**src/rtl/chan_err_pkg.sv**
```systemverilog
// Shared types and constants for the channel error injector.
// Holds the mode enum, the FSM state enum and the LFSR polynomial.
package chan_err_pkg;

   typedef enum logic [1:0] {
      CE_CLEAN      = 2'd0,
      CE_PERIODIC   = 2'd1,
      CE_RAND       = 2'd2,
      CE_RAND_BURST = 2'd3
   } ce_mode_e;

   typedef enum logic {
      CE_IDLE  = 1'b0,
      CE_BURST = 1'b1
   } ce_state_e;

   localparam logic [15:0] CE_LFSR_POLY = 16'hB400;

endpackage

```
**src/rtl/lfsr16.sv**
```systemverilog
// 16-bit Galois LFSR, steps once per cycle with en high.
// Ports: clk, rst (async, active-low), en, state (current value).
module lfsr16
   import chan_err_pkg::*;
#(
   parameter logic [15:0] SEED = 16'hACE1
) (
   input  logic        clk,
   input  logic        rst,
   input  logic        en,
   output logic [15:0] state
);

   always_ff @(posedge clk or negedge rst) begin
      if (!rst) begin
         state <= SEED;
      end else if (en) begin
         state <= {1'b0, state[15:1]} ^ (state[0] ? CE_LFSR_POLY : 16'h0000);
      end
   end

endmodule

```
**src/rtl/chan_err_injector.sv**
```systemverilog
// Channel model: registers code symbols and XORs err_mask_i into chosen ones.
// Ports: clk, rst (async, active-low), mode_i, err_mask_i, thresh_i, clr_i,
//   valid_i/sym_i in; valid_o/sym_o/err_o out; sym_ct_o, bad_bit_ct_o stats.
// Define CHAN_ERR_STATS_EN to build the statistics counters (else tied to 0).
module chan_err_injector
   import chan_err_pkg::*;
#(
   parameter int          SYM_W  = 2,
   parameter int          PERIOD = 27,
   parameter int          BURST  = 4,
   parameter int          CNT_W  = 16,
   parameter logic [15:0] SEED   = 16'hACE1
) (
   input  logic             clk,
   input  logic             rst,
   input  logic [1:0]       mode_i,
   input  logic [SYM_W-1:0] err_mask_i,
   input  logic [7:0]       thresh_i,
   input  logic             clr_i,
   input  logic             valid_i,
   input  logic [SYM_W-1:0] sym_i,
   output logic             valid_o,
   output logic [SYM_W-1:0] sym_o,
   output logic             err_o,
   output logic [CNT_W-1:0] sym_ct_o,
   output logic [CNT_W-1:0] bad_bit_ct_o
);

   localparam int PH_W = (PERIOD > 2) ? $clog2(PERIOD) : 1;
   localparam int BL_W = $clog2(BURST) + 1;

   if (PERIOD < 2 || BURST < 1 || BURST > PERIOD || SEED == 16'h0000) begin : g_bad_cfg
      $error("chan_err_injector: illegal PERIOD/BURST/SEED");
   end

   ce_mode_e       mode;
   ce_state_e      st, st_nx;
   logic [BL_W-1:0] burst_left, bl_nx;
   logic [PH_W-1:0] phase;
   logic           started;
   logic [15:0]    lfsr;
   logic           rnd_trig, per_trig, trig, corrupt;

   assign mode = ce_mode_e'(mode_i);

   lfsr16 #(.SEED(SEED)) u_lfsr (
      .clk   (clk),
      .rst   (rst),
      .en    (valid_i),
      .state (lfsr)
   );

   // started marks k>0 so phase==0 only triggers on k = PERIOD, 2*PERIOD, ...
   assign rnd_trig = (lfsr[7:0] < thresh_i);
   assign per_trig = started && (phase == '0);

   always_comb begin
      trig = 1'b0;
      unique case (1'b1)
         (mode == CE_PERIODIC):   trig = per_trig;
         (mode == CE_RAND):       trig = rnd_trig;
         (mode == CE_RAND_BURST): trig = rnd_trig;
         default:                 trig = 1'b0;
      endcase
   end

   // Clean mode aborts a burst on any cycle; everything else moves on accepts.
   always_comb begin
      corrupt = 1'b0;
      st_nx   = st;
      bl_nx   = burst_left;
      if (mode == CE_CLEAN) begin
         st_nx = CE_IDLE;
         bl_nx = '0;
      end else if (valid_i) begin
         if (st == CE_BURST) begin
            corrupt = 1'b1;
            bl_nx   = burst_left - 1'b1;
            if (burst_left == BL_W'(1)) st_nx = CE_IDLE;
         end else begin
            corrupt = trig;
            if (trig && mode != CE_RAND && BURST > 1) begin
               st_nx = CE_BURST;
               bl_nx = BL_W'(BURST - 1);
            end
         end
      end
   end

   always_ff @(posedge clk or negedge rst) begin
      if (!rst) begin
         st         <= CE_IDLE;
         burst_left <= '0;
         valid_o    <= 1'b0;
         err_o      <= 1'b0;
         sym_o      <= '0;
      end else begin
         st         <= st_nx;
         burst_left <= bl_nx;
         valid_o    <= valid_i;
         err_o      <= valid_i & corrupt;
         if (valid_i) sym_o <= sym_i ^ (corrupt ? err_mask_i : '0);
      end
   end

   // clr_i wins over the increment: the symbol is still processed this cycle.
   always_ff @(posedge clk or negedge rst) begin
      if (!rst) begin
         phase   <= '0;
         started <= 1'b0;
      end else if (clr_i) begin
         phase   <= '0;
         started <= 1'b0;
      end else if (valid_i) begin
         phase   <= (phase == PH_W'(PERIOD - 1)) ? '0 : phase + 1'b1;
         started <= 1'b1;
      end
   end

`ifdef CHAN_ERR_STATS_EN
   localparam int PC_W = $clog2(SYM_W + 1);

   logic [PC_W-1:0]  pc;
   logic [CNT_W:0]   bad_sum;
   logic [CNT_W-1:0] sym_ct, bad_ct;

   always_comb begin
      pc = '0;
      for (int i = 0; i < SYM_W; i++) pc = pc + PC_W'(err_mask_i[i]);
      bad_sum = {1'b0, bad_ct} + (CNT_W+1)'(pc);
   end

   always_ff @(posedge clk or negedge rst) begin
      if (!rst) begin
         sym_ct <= '0;
         bad_ct <= '0;
      end else if (clr_i) begin
         sym_ct <= '0;
         bad_ct <= '0;
      end else if (valid_i) begin
         if (~&sym_ct) sym_ct <= sym_ct + 1'b1;
         if (corrupt)  bad_ct <= bad_sum[CNT_W] ? '1 : bad_sum[CNT_W-1:0];
      end
   end

   assign sym_ct_o     = sym_ct;
   assign bad_bit_ct_o = bad_ct;
`else
   assign sym_ct_o     = '0;
   assign bad_bit_ct_o = '0;
`endif

endmodule
```
**config.mk**
```make
export PLATFORM = sky130hd
export DESIGN_NAME = chan_err_injector
export DESIGN_NICKNAME = d
export VERILOG_FILES = /design/src/rtl/chan_err_pkg.sv /design/src/rtl/lfsr16.sv /design/src/rtl/chan_err_injector.sv
export SDC_FILE = /design/constraint.sdc
export NUM_CORES = 1
export LEC_CHECK = 0
export ABC_AREA = 1
export ABC_CLOCK_PERIOD_IN_PS = 2500
export CORE_AREA = 2 2 66 68
export CTS_CLUSTER_DIAMETER = 100
export DETAILED_ROUTE_END_ITERATION = 10
export DIE_AREA = 0 0 68 70
export GPL_ROUTABILITY_DRIVEN = 0
export PLACE_DENSITY = 0.75
export SLEW_MARGIN = 20
export SYNTH_ARGS = -nofsm -noshare
export SYNTH_HDL_FRONTEND = slang
export SYNTH_SLANG_ARGS = --single-unit
```
**constraint.sdc**
```tcl
create_clock -name clk -period 2.5 [get_ports clk]
set_clock_uncertainty 0.15 [all_clocks]
set_input_delay 0.625 -clock clk [delete_from_list [all_inputs] [get_ports clk]]
set_output_delay 0.625 -clock clk [all_outputs]
set_load 0.02 [all_outputs]
```
==> metrics.md, run 1 <==
| Metric | Value |
|---|---|
| Final-report hold violation count | `0` |
| Syn. warnings | `0` |
| Post-CTS setup buffer count | `0` |
| Yosys cell types | `28` |
| Tmin final | `2.28 ns` |
| Fillers | `394` |
| Vias | `1323` |
| Die W | `between 60 and 70 microns` |
| Adder-cell share of the synthesized area | `8.07%` |
| Via density per instance | `4.40` |
| Clock Pin Slew Worst Setup and Hold Paths | `0.06 ns` |
| Largest net degree at the start of global routing | `31` |
| Dpl ws | `-0.0810 ns` |
| Req. time, crit path | `2.53 ns` |
| Max-Cap Viols | `0` |
| WL per Instance | `9.79 microns` |
| Cells after synthesis | `between 200 and 250` |
| Ys flop type | `dfrtp_1` |
| Top-count cell post-synth | `nand2_1` |
| Hpwl dp | `2240 microns` |
| DRT iter0 DRCs | `68` |
| XOR/XNOR Fraction of Synth Area | `3.30%` |
| Avg Cell Area, Syn | `8.38 sq um` |
| Number of synthesized flops with an enable pin | `0` |
| Fin util | `51.3%` |
| Clock buffer depth | `2` |
| # diodes | `0` |
| Total GRT Usage | `about 14%` |
| Outcome | `finished clean` |
| Worst-path fanout max | `3` |
| Area growth, synth to finish | `14.3%` |
| Pwr dens | `740 nW/um^2` |
| Core Area | `4140 sq um` |
| Hold-fix buffer count after cts | `0` |
| Overall power | `1.57 mW` |
| Max transition margin | `65.0%` |
| Placed Instances | `approximately 300` |
| Max VDD drop | `0.281 mV` |
| Total Nets Final | `278` |
| Post-synth ARST share | `100%` |
| Synthesized area | `1860 sq um` |
| WP data arrival | `2.31 ns` |
| # IOs | `54` |
| CTS buffer count | `5` |
| Fin. max-slew vios | `0` |
| Initial antenna violation count | `0` |
| Post-CTS Resized | `0` |
| Sequential area share after synthesis | `40.9%` |
| H-tree depth | `2` |
| Die height | `70 microns` |
| Synth top area cells | `dfrtp_1, buf_4, dfstp_2, nand2_1, ha_1` |
| Root Buffer | `clkbuf_8` |
| Synth Area in Compound Gates | `7.40%` |
| Final setup viols | `0` |
| FMAX | `~0.44 GHz` |
| Combinational family with the most area after synthesis | `simple AND/OR/NAND/NOR gates` |
| Simple-gate share of the synthesized area | `20.2%` |
| Total global routing overflow | `0` |
| Commonest cells post-synth | `nand2_1, buf_4, inv_1` |
| Fraction of layout cells with a size suffix above 1 | `13.3%` |
| First-pass DRT Iterations | `4` |
| Slew of the pin with the lowest slew margin | `0.520 ns` |
| Min-delay worst type | `reg -> reg` |
| Flops & latches, synth | `30` |
| Post-Route WL | `2950 microns` |
| CTS Sinks | `30` |
| First-pass GRT wire length | `5090 microns` |
| Worst Setup End Kind | `flip-flop` |
| CTS tree | `done` |
| Post-synthesis mux area share | `0%` |
| Total negative slack | `0 ns` |
| Post-synth top area cell | `dfrtp_1` |
| RSZ-0062 raised after global routing | `false` |
| Vias in the first global route | `1214` |
| Routed Antenna Nets | `0` |
| # rows | `24` |
| Fin cells | `301` |
| CP Launch Type | `primary input` |
| Yosys top cell area share | `29.6%` |
| Leakage | `about 1.1 nW` |
| Critical path class | `in -> reg` |
| Die footprint | `4760 sq um` |
| # port buffers | `21` |
| Final setup margin | `0.221 ns` |
| Initial Util | `44.9%` |
| Residual DRC | `0` |
| Clock Latency Late Sink | `0.28 ns` |
| Period Utilization, post-route | `91.2%` |
[path summary, 6_finish.rpt]
check | startpoint | endpoint | slack [ns] | depth (start not counted)
min | u_lfsr.state[8] | u_lfsr.state[8] | 0.32 | 2
max | thresh_i[5] | sym_o[0] | 0.22 | 11
max in group asynchronous | rst | u_lfsr.state[10] | 1.32 | 2
min in group asynchronous | rst | valid_o | 0.57 | 2
max reg2reg | u_lfsr.state[5] | sym_o[0] | 0.58 | 9
min reg2reg | u_lfsr.state[8] | u_lfsr.state[8] | 0.32 | 2
[placed cells by master, fill, tap and decap left out, drive strengths merged, types with 5 or more instances in the layout]
cell            n
dfstp           8
dfrtp          22
a21oi           5
ha             12
inv            27
clkdlybuf4s50  21
nor2           11
nand3           9
conb           32
o21ai          12
clkbuf          8
nand2          59
[logic make-up after synthesis]
logic type,Yosys count
and+or+nand+nor,85
xor gates and xnor gates,7
DFF,30
other,1
adders and majority gates,12
buffers and inverters,64
AOI/OAI and AO/OA,23
[flip-flops by register name, indices dropped and copies added, names as in the netlist]
signal and flops:
u_lfsr.state 16, phase 5, burst_left 3, sym_o 2
err_o 1, st 1, started 1, valid_o 1
[critical path, stage by stage]
cell	delay, ns
clkdlybuf4s50_1	0.45
inv_1	0.04
ha_1	0.30
a21oi_1	0.14
o21ai_0	0.10
nor2_1	0.12
nand2_2	0.08
a21oi_2	0.20
nand4_1	0.10
nand3_1	0.08
nand2_1	0.05
[area by class of cell]
class / instances / area, sq um / area share (%)
clock buffers: 8 / 110 / 5.18
flip-flops and latches: 30 / 761 / 35.8
multi-input cells: 159 / 846 / 39.8
well taps: 52 / 65.1 / 3.06
inverters: 27 / 104 / 4.89
repair buffers: 25 / 240 / 11.3
[layer usage]
layer	track usage (%)	wire, microns
met1	16.7	1280
met2	22.2	1410
met3	5.96	163
met4	8.00	88
met5	0	0
[through the flow]
stage / area, sq um / hold WS, ns
6_report: 2130 / 0.321
5_1_grt: 2130 / 0.356
4_1_cts: 2130 / 0.323
3_5_place_dp: 2020 / 0.309
3_3_place_gp: 2020 / 0.307
2_1_floorplan: 1980 / 0.179
[power by group]
group | leakage [nW] | total (mW) | switching (mW) | internal [mW]
logic | 0.646 | 0.415 | 0.243 | 0.172
clock network | 0.0575 | 0.451 | 0.174 | 0.277
registers | 0.371 | 0.707 | 0.0803 | 0.627
total | 1.08 | 1.57 | 0.497 | 1.08
(Power assumes the default switching activity.)
==> run 2: changes to the inputs <==
Settings changed: CORE_AREA 2 2 66 68 to 4 4 68 70, DIE_AREA 0 0 68 70 to 0 0 72 74.
==> metrics.md, run 2 (synthesized netlist as in run 1, its figures left out) <==
| Metric | Value |
|---|---|
| Final setup margin | `0.235 ns (+0.0145 ns)` |
| Most common cell after layout, fill and taps aside | `nand2_1` |
| Total global routing overflow | `0 (unchanged)` |
| Reg with most FFs | `u_lfsr.state` |
| Total GRT Usage | `12.3% (-2.2 points)` |
| Clock Pin Slew Worst Setup and Hold Paths | `0.07 ns (about the same)` |
| # IOs | `54 (unchanged)` |
| Most frequent cells in the layout | `nand2_1, conb_1, inv_1` |
| RSZ-0062 raised after global routing | `false` |
| Post-CTS Resized | `0 (unchanged)` |
| Total Nets Final | `277 (-0.36%)` |
| Worst-path fanout max | `4 (+1)` |
| Initial antenna violation count | `0 (unchanged)` |
| Pwr dens | `730 nW/um^2 (-1.4%)` |
| Residual DRC | `0 (unchanged)` |
| Fraction of layout cells with a size suffix above 1 | `12.9% (-0.35 points)` |
| Worst r2r src | `u_lfsr.state[5]` |
| CTS Sinks | `30 (unchanged)` |
| H-tree depth | `2 (unchanged)` |
| First-pass DRT Iterations | `4 (unchanged)` |
| Period Utilization, post-route | `90.6% (-0.58 points)` |
| CTS buffer count | `5 (unchanged)` |
| Die footprint | `5330 sq um (+12%)` |
| Vias | `1325 (+0.15%)` |
| Reg2reg setup slack | `0.58 ns (about the same)` |
| Post-CTS setup buffer count | `0 (unchanged)` |
| Fin util | `52.9% (+1.6 points)` |
| First-pass GRT wire length | `5060 microns (-0.55%)` |
| DRT iter0 DRCs | `60 (-12%)` |
| Fin. max-slew vios | `0 (unchanged)` |
| Tmin final | `2.26 ns (-0.0145 ns)` |
| Max FFs per register | `16 (unchanged)` |
| Worst setup path start | `thresh_i[5]` |
| Clock buffer depth | `2 (unchanged)` |
| Core Area | `3970 sq um (-4.2%)` |
| Hpwl dp | `2310 microns (+3.0%)` |
| Via density per instance | `4.45 (+1.2%)` |
| # rows | `23 (-4.2%)` |
| Largest registers | `u_lfsr.state x16, phase x5, burst_left x3` |
| # diodes | `0 (unchanged)` |
| Min-delay worst type | `reg -> reg` |
| Min-delay src | `u_lfsr.state[11]` |
| Clock Latency Late Sink | `0.28 ns (about the same)` |
| Hold-fix buffer count after cts | `0 (unchanged)` |
| Worst Setup End Kind | `flip-flop` |
| FMAX | `0.442 GHz (+0.64%)` |
| Area growth, synth to finish | `12.9%` |
| Dpl ws | `-0.0493 ns (+0.0317 ns)` |
| CP Launch Type | `primary input` |
| Critical path class | `in -> reg` |
| # port buffers | `21 (unchanged)` |
| Fillers | `383 (-2.8%)` |
| Largest net degree at the start of global routing | `31 (unchanged)` |
| Max transition margin | `65.1% (+0.12 points)` |
| Initial Util | `46.8% (+2.0 points)` |
| Die W | `72 microns (+5.9%)` |
| Root Buffer | `clkbuf_8` |
| Final-report hold violation count | `0 (unchanged)` |
| Slew of the pin with the lowest slew margin | `0.518 ns (-0.00172 ns)` |
| Total negative slack | `0 ns (unchanged)` |
| Post-Route WL | `3070 microns (+4.0%)` |
| Leakage | `1.06 nW (-1.4%)` |
| WP data arrival | `2.29 ns (-0.02 ns)` |
| Max-Cap Viols | `0 (unchanged)` |
| Routed Antenna Nets | `0 (unchanged)` |
| WL per Instance | `10.3 microns (+5.1%)` |
| Vias in the first global route | `1200 (-1.2%)` |
| Die height | `74 microns (+5.7%)` |
| CTS tree | `done` |
| Final setup viols | `0 (unchanged)` |
| Outcome | `finished clean` |
| Max VDD drop | `0.315 mV (+12%)` |
| Req. time, crit path | `2.52 ns (about the same)` |
==> run 2: per-layer routing <==
layer / share of wire, % / vias to the layer above / global-route usage [%]
li1: - / 683 / -
met1: 43 / 599 / 14.3
met2: 50 / 41 / 21.4
met3: 6.9 / 2 / 4.19
met4: 0.33 / 0 / 3.76
met5: 0 / - / 0
==> run 2: layout make-up <==
type,instances,area (sq um),area share (%)
Tap cell,50,62.6,2.98
Timing Repair Buffer,24,233,11.1
Sequential cell,30,761,36.2
Clock buffer,6,82.6,3.93
Inverter,27,104,4.94
Multi-Input combinational cell,159,846,40.3
Clock inverter,2,12.5,0.596
==> run 2: final timing paths <==
| check | end | cells after the start |
|---|---|---|
| setup / recovery | burst_left[2] | 11 |
| hold / removal | u_lfsr.state[11] | 2 |
| setup reg to reg | burst_left[2] | 9 |
| hold reg to reg | u_lfsr.state[11] | 2 |
| max in group asynchronous | u_lfsr.state[13] | 2 |
| min in group asynchronous | phase[4] | 2 |
==> run 2: critical path, stage by stage <==
cell	delay, ns
clkdlybuf4s50_1	0.45
inv_1	0.04
ha_1	0.30
a21oi_1	0.14
o21ai_0	0.11
nor2_1	0.13
nand2_2	0.08
a21oi_2	0.19
a21oi_2	0.10
nand2_1	0.07
o21ai_1	0.05
==> run 2: per-stage QoR <==
stage	power [mW]	std cells	hold slack [ns]	cell area [sq um]
2_1_floorplan	1.05	253	0.179	1980
3_3_place_gp	1.12	290	0.306	2010
3_5_place_dp	1.13	290	0.310	2010
4_1_cts	1.55	298	0.325	2100
5_1_grt	1.65	298	0.332	2100
6_report	1.53	298	0.321	2100
==> run 2: power by group <==
group	total (mW)	switching (mW)	internal, mW
Combinational	0.412	0.242	0.170
Sequential	0.707	0.0807	0.626
Clock	0.414	0.193	0.221
Total	1.53	0.515	1.02
==> run 3: changes to the inputs <==
==> constraint.sdc (replaced) <==
create_clock -name clk -period 2.5 [get_ports clk]
set_clock_uncertainty 0.15 [all_clocks]
set_input_delay 0.25 -clock clk [delete_from_list [all_inputs] [get_ports clk]]
set_output_delay 0.25 -clock clk [all_outputs]
set_load 0.02 [all_outputs]
==> metrics.md, run 3 (synthesized netlist as in run 1, its figures left out) <==
| Metric | Value |
|---|---|
| Post-CTS setup buffer count | `0 (unchanged)` |
| Hold_ws | `0.202 ns (-0.119 ns)` |
| Total GRT Usage | `12.3% (+0.065 points)` |
| Initial antenna violation count | `0 (unchanged)` |
| Clock Latency Late Sink | `0.27 ns (about the same)` |
| Most frequent cells in the layout | `nand2_1, conb_1, inv_1` |
| CP peak stage delay | `0.55 ns (+0.10 ns)` |
| Outcome | `finished clean` |
| Fraction of layout cells with a size suffix above 1 | `12.5% (-0.40 points)` |
| Clock buffer depth | `2 (unchanged)` |
| RSZ-0062 raised after global routing | `false` |
| FMAX | `0.518 GHz (+17%)` |
| CTS buffer count | `5 (unchanged)` |
| CTS tree | `done` |
| Uppermost routed layer | `met4` |
| Design area | `2100 sq um (-0.18%)` |
| First-pass DRT Iterations | `4 (unchanged)` |
| Max-Cap Viols | `0 (unchanged)` |
| Slew of the pin with the lowest slew margin | `0.526 ns (+0.00750 ns)` |
| M1 WL | `1260 microns (-4.4%)` |
| Final setup viols | `0 (unchanged)` |
| # rows | `23 (unchanged)` |
| Leakage | `1.06 nW (about the same)` |
| Max FFs per register | `16 (unchanged)` |
| Placed Instances | `290 (unchanged)` |
| Worst path slowest cell | `dfstp_2` |
| Post-CTS Resized | `0 (unchanged)` |
| WP data arrival | `1.94 ns (-0.35 ns)` |
| Total global routing overflow | `0 (unchanged)` |
| # port buffers | `21 (unchanged)` |
| CTS Sinks | `30 (unchanged)` |
| Pwr dens | `723 nW/um^2 (-0.92%)` |
| Most common cell after layout, fill and taps aside | `nand2_1` |
| Reg2reg setup slack | `0.57 ns (about the same)` |
| Reg with most FFs | `u_lfsr.state` |
| Largest net degree at the start of global routing | `31 (unchanged)` |
| Total negative slack | `0 ns (unchanged)` |
| # diodes | `0 (unchanged)` |
| Worst-path fanout max | `3 (-1)` |
| Clock Pin Slew Worst Setup and Hold Paths | `0.07 ns (about the same)` |
| Core Area | `3970 sq um (unchanged)` |
| Worst r2r src | `u_lfsr.state[5]` |
| Worst setup path start | `u_lfsr.state[5]` |
| Largest registers | `u_lfsr.state x16, phase x5, burst_left x3` |
| Via density per instance | `4.33 (-2.6%)` |
| Cells on worst reg2reg path | `9 (unchanged)` |
| Area growth, synth to finish | `12.7%` |
| Fin cells | `298 (unchanged)` |
| Residual DRC | `0 (unchanged)` |
| Fin. max-slew vios | `0 (unchanged)` |
| Final setup margin | `0.570 ns (+0.335 ns)` |
| Req. time, crit path | `2.51 ns (about the same)` |
| Min-delay worst type | `in -> async` |
| First-pass GRT wire length | `5120 microns (+1.2%)` |
| Die W | `72 microns (unchanged)` |
| Vias | `1291 (-2.6%)` |
| Final-report hold violation count | `0 (unchanged)` |
| Die height | `74 microns (unchanged)` |
| Period Utilization, post-route | `77.2% (-13 points)` |
| Routed Antenna Nets | `0 (unchanged)` |
| # IOs | `54 (unchanged)` |
| DRT iter0 DRCs | `87 (+45%)` |
| Initial Util | `46.8% (unchanged)` |
| Length of routed met3 wiring | `187 microns (-12%)` |
| Hpwl dp | `2320 microns (+0.59%)` |
| Post-Route WL | `3040 microns (-0.88%)` |
| DR WL met2 | `1570 microns (+2.8%)` |
| Vias in the first global route | `1219 (+1.6%)` |
| Root Buffer | `clkbuf_8` |
| Cell Area, Placed | `2010 sq um (unchanged)` |
| H-tree depth | `2 (unchanged)` |
| Dpl ws | `0.285 ns (+0.335 ns)` |
| Tmin final | `1.93 ns (-0.335 ns)` |
| CP Launch Type | `flip-flop` |
| Crit-path cells | `ha_1 > a21oi_1 > o21ai_0 > nor2_1 > nand2_2 > a21oi_2 > nand4_1 > nand3_1 > nand2_1` |
| WL per Instance | `10.2 microns (-0.88%)` |
| Max VDD drop | `0.229 mV (-27%)` |
| Terminus of the critical flop-to-flop path | `sym_o[0]` |
| Critical path class | `reg -> reg` |
| Hold-fix buffer count after cts | `0 (unchanged)` |
| Worst Setup End Kind | `flip-flop` |
| Max transition margin | `64.6% (-0.51 points)` |
| Total Nets Final | `277 (unchanged)` |
| Die footprint | `5330 sq um (unchanged)` |
run 3: how the worst max path moves through the flow:
stage | endpoint | cells after the start
finish | sym_o[0] | 9
global route | sym_o[0] | 9
CTS | sym_o[0] | 9
detailed placement | sym_o[0] | 11
global placement | sym_o[0] | 11
floorplan | burst_left[2] | 9
run 3: stage by stage:
step	power, mW	utilization, %
finish	1.52	52.8
global route	1.64	52.8
CTS	1.54	52.8
detailed placement	1.13	50.5
global placement	1.12	50.5
floorplan	1.05	-
run 3: metal layers:
metal | track usage, % | vias up
met5 | 0 | -
met4 | 5.01 | 0
met3 | 3.92 | 2
met2 | 22.0 | 27
met1 | 13.6 | 579
li1 | - | 683
run 3: worst max-delay path: cells and delay by family (launching register included):
family                   cells  cell delay [ns]
adder cells (fa/ha/maj)      1             0.24
AND/OR/NAND/NOR              5             0.44
flip-flops                   1             0.55
AO/OA/AOI/OAI                3             0.43
run 3: cell type report:
cell class                      instances  area [sq um]
Sequential cell                        30           761
Tap cell                               50          62.6
Clock buffer                            7          86.3
Timing Repair Buffer                   24           233
Inverter                               27           104
Fill cell                             391          1870
Multi-Input combinational cell        159           846
Clock inverter                          1          5.00
run 3: report_power, final:
group / internal (mW) / switching [mW] / leakage (nW)
logic: 0.170 / 0.242 / 0.642
clock network: 0.222 / 0.175 / 0.0482
registers: 0.626 / 0.0802 / 0.371
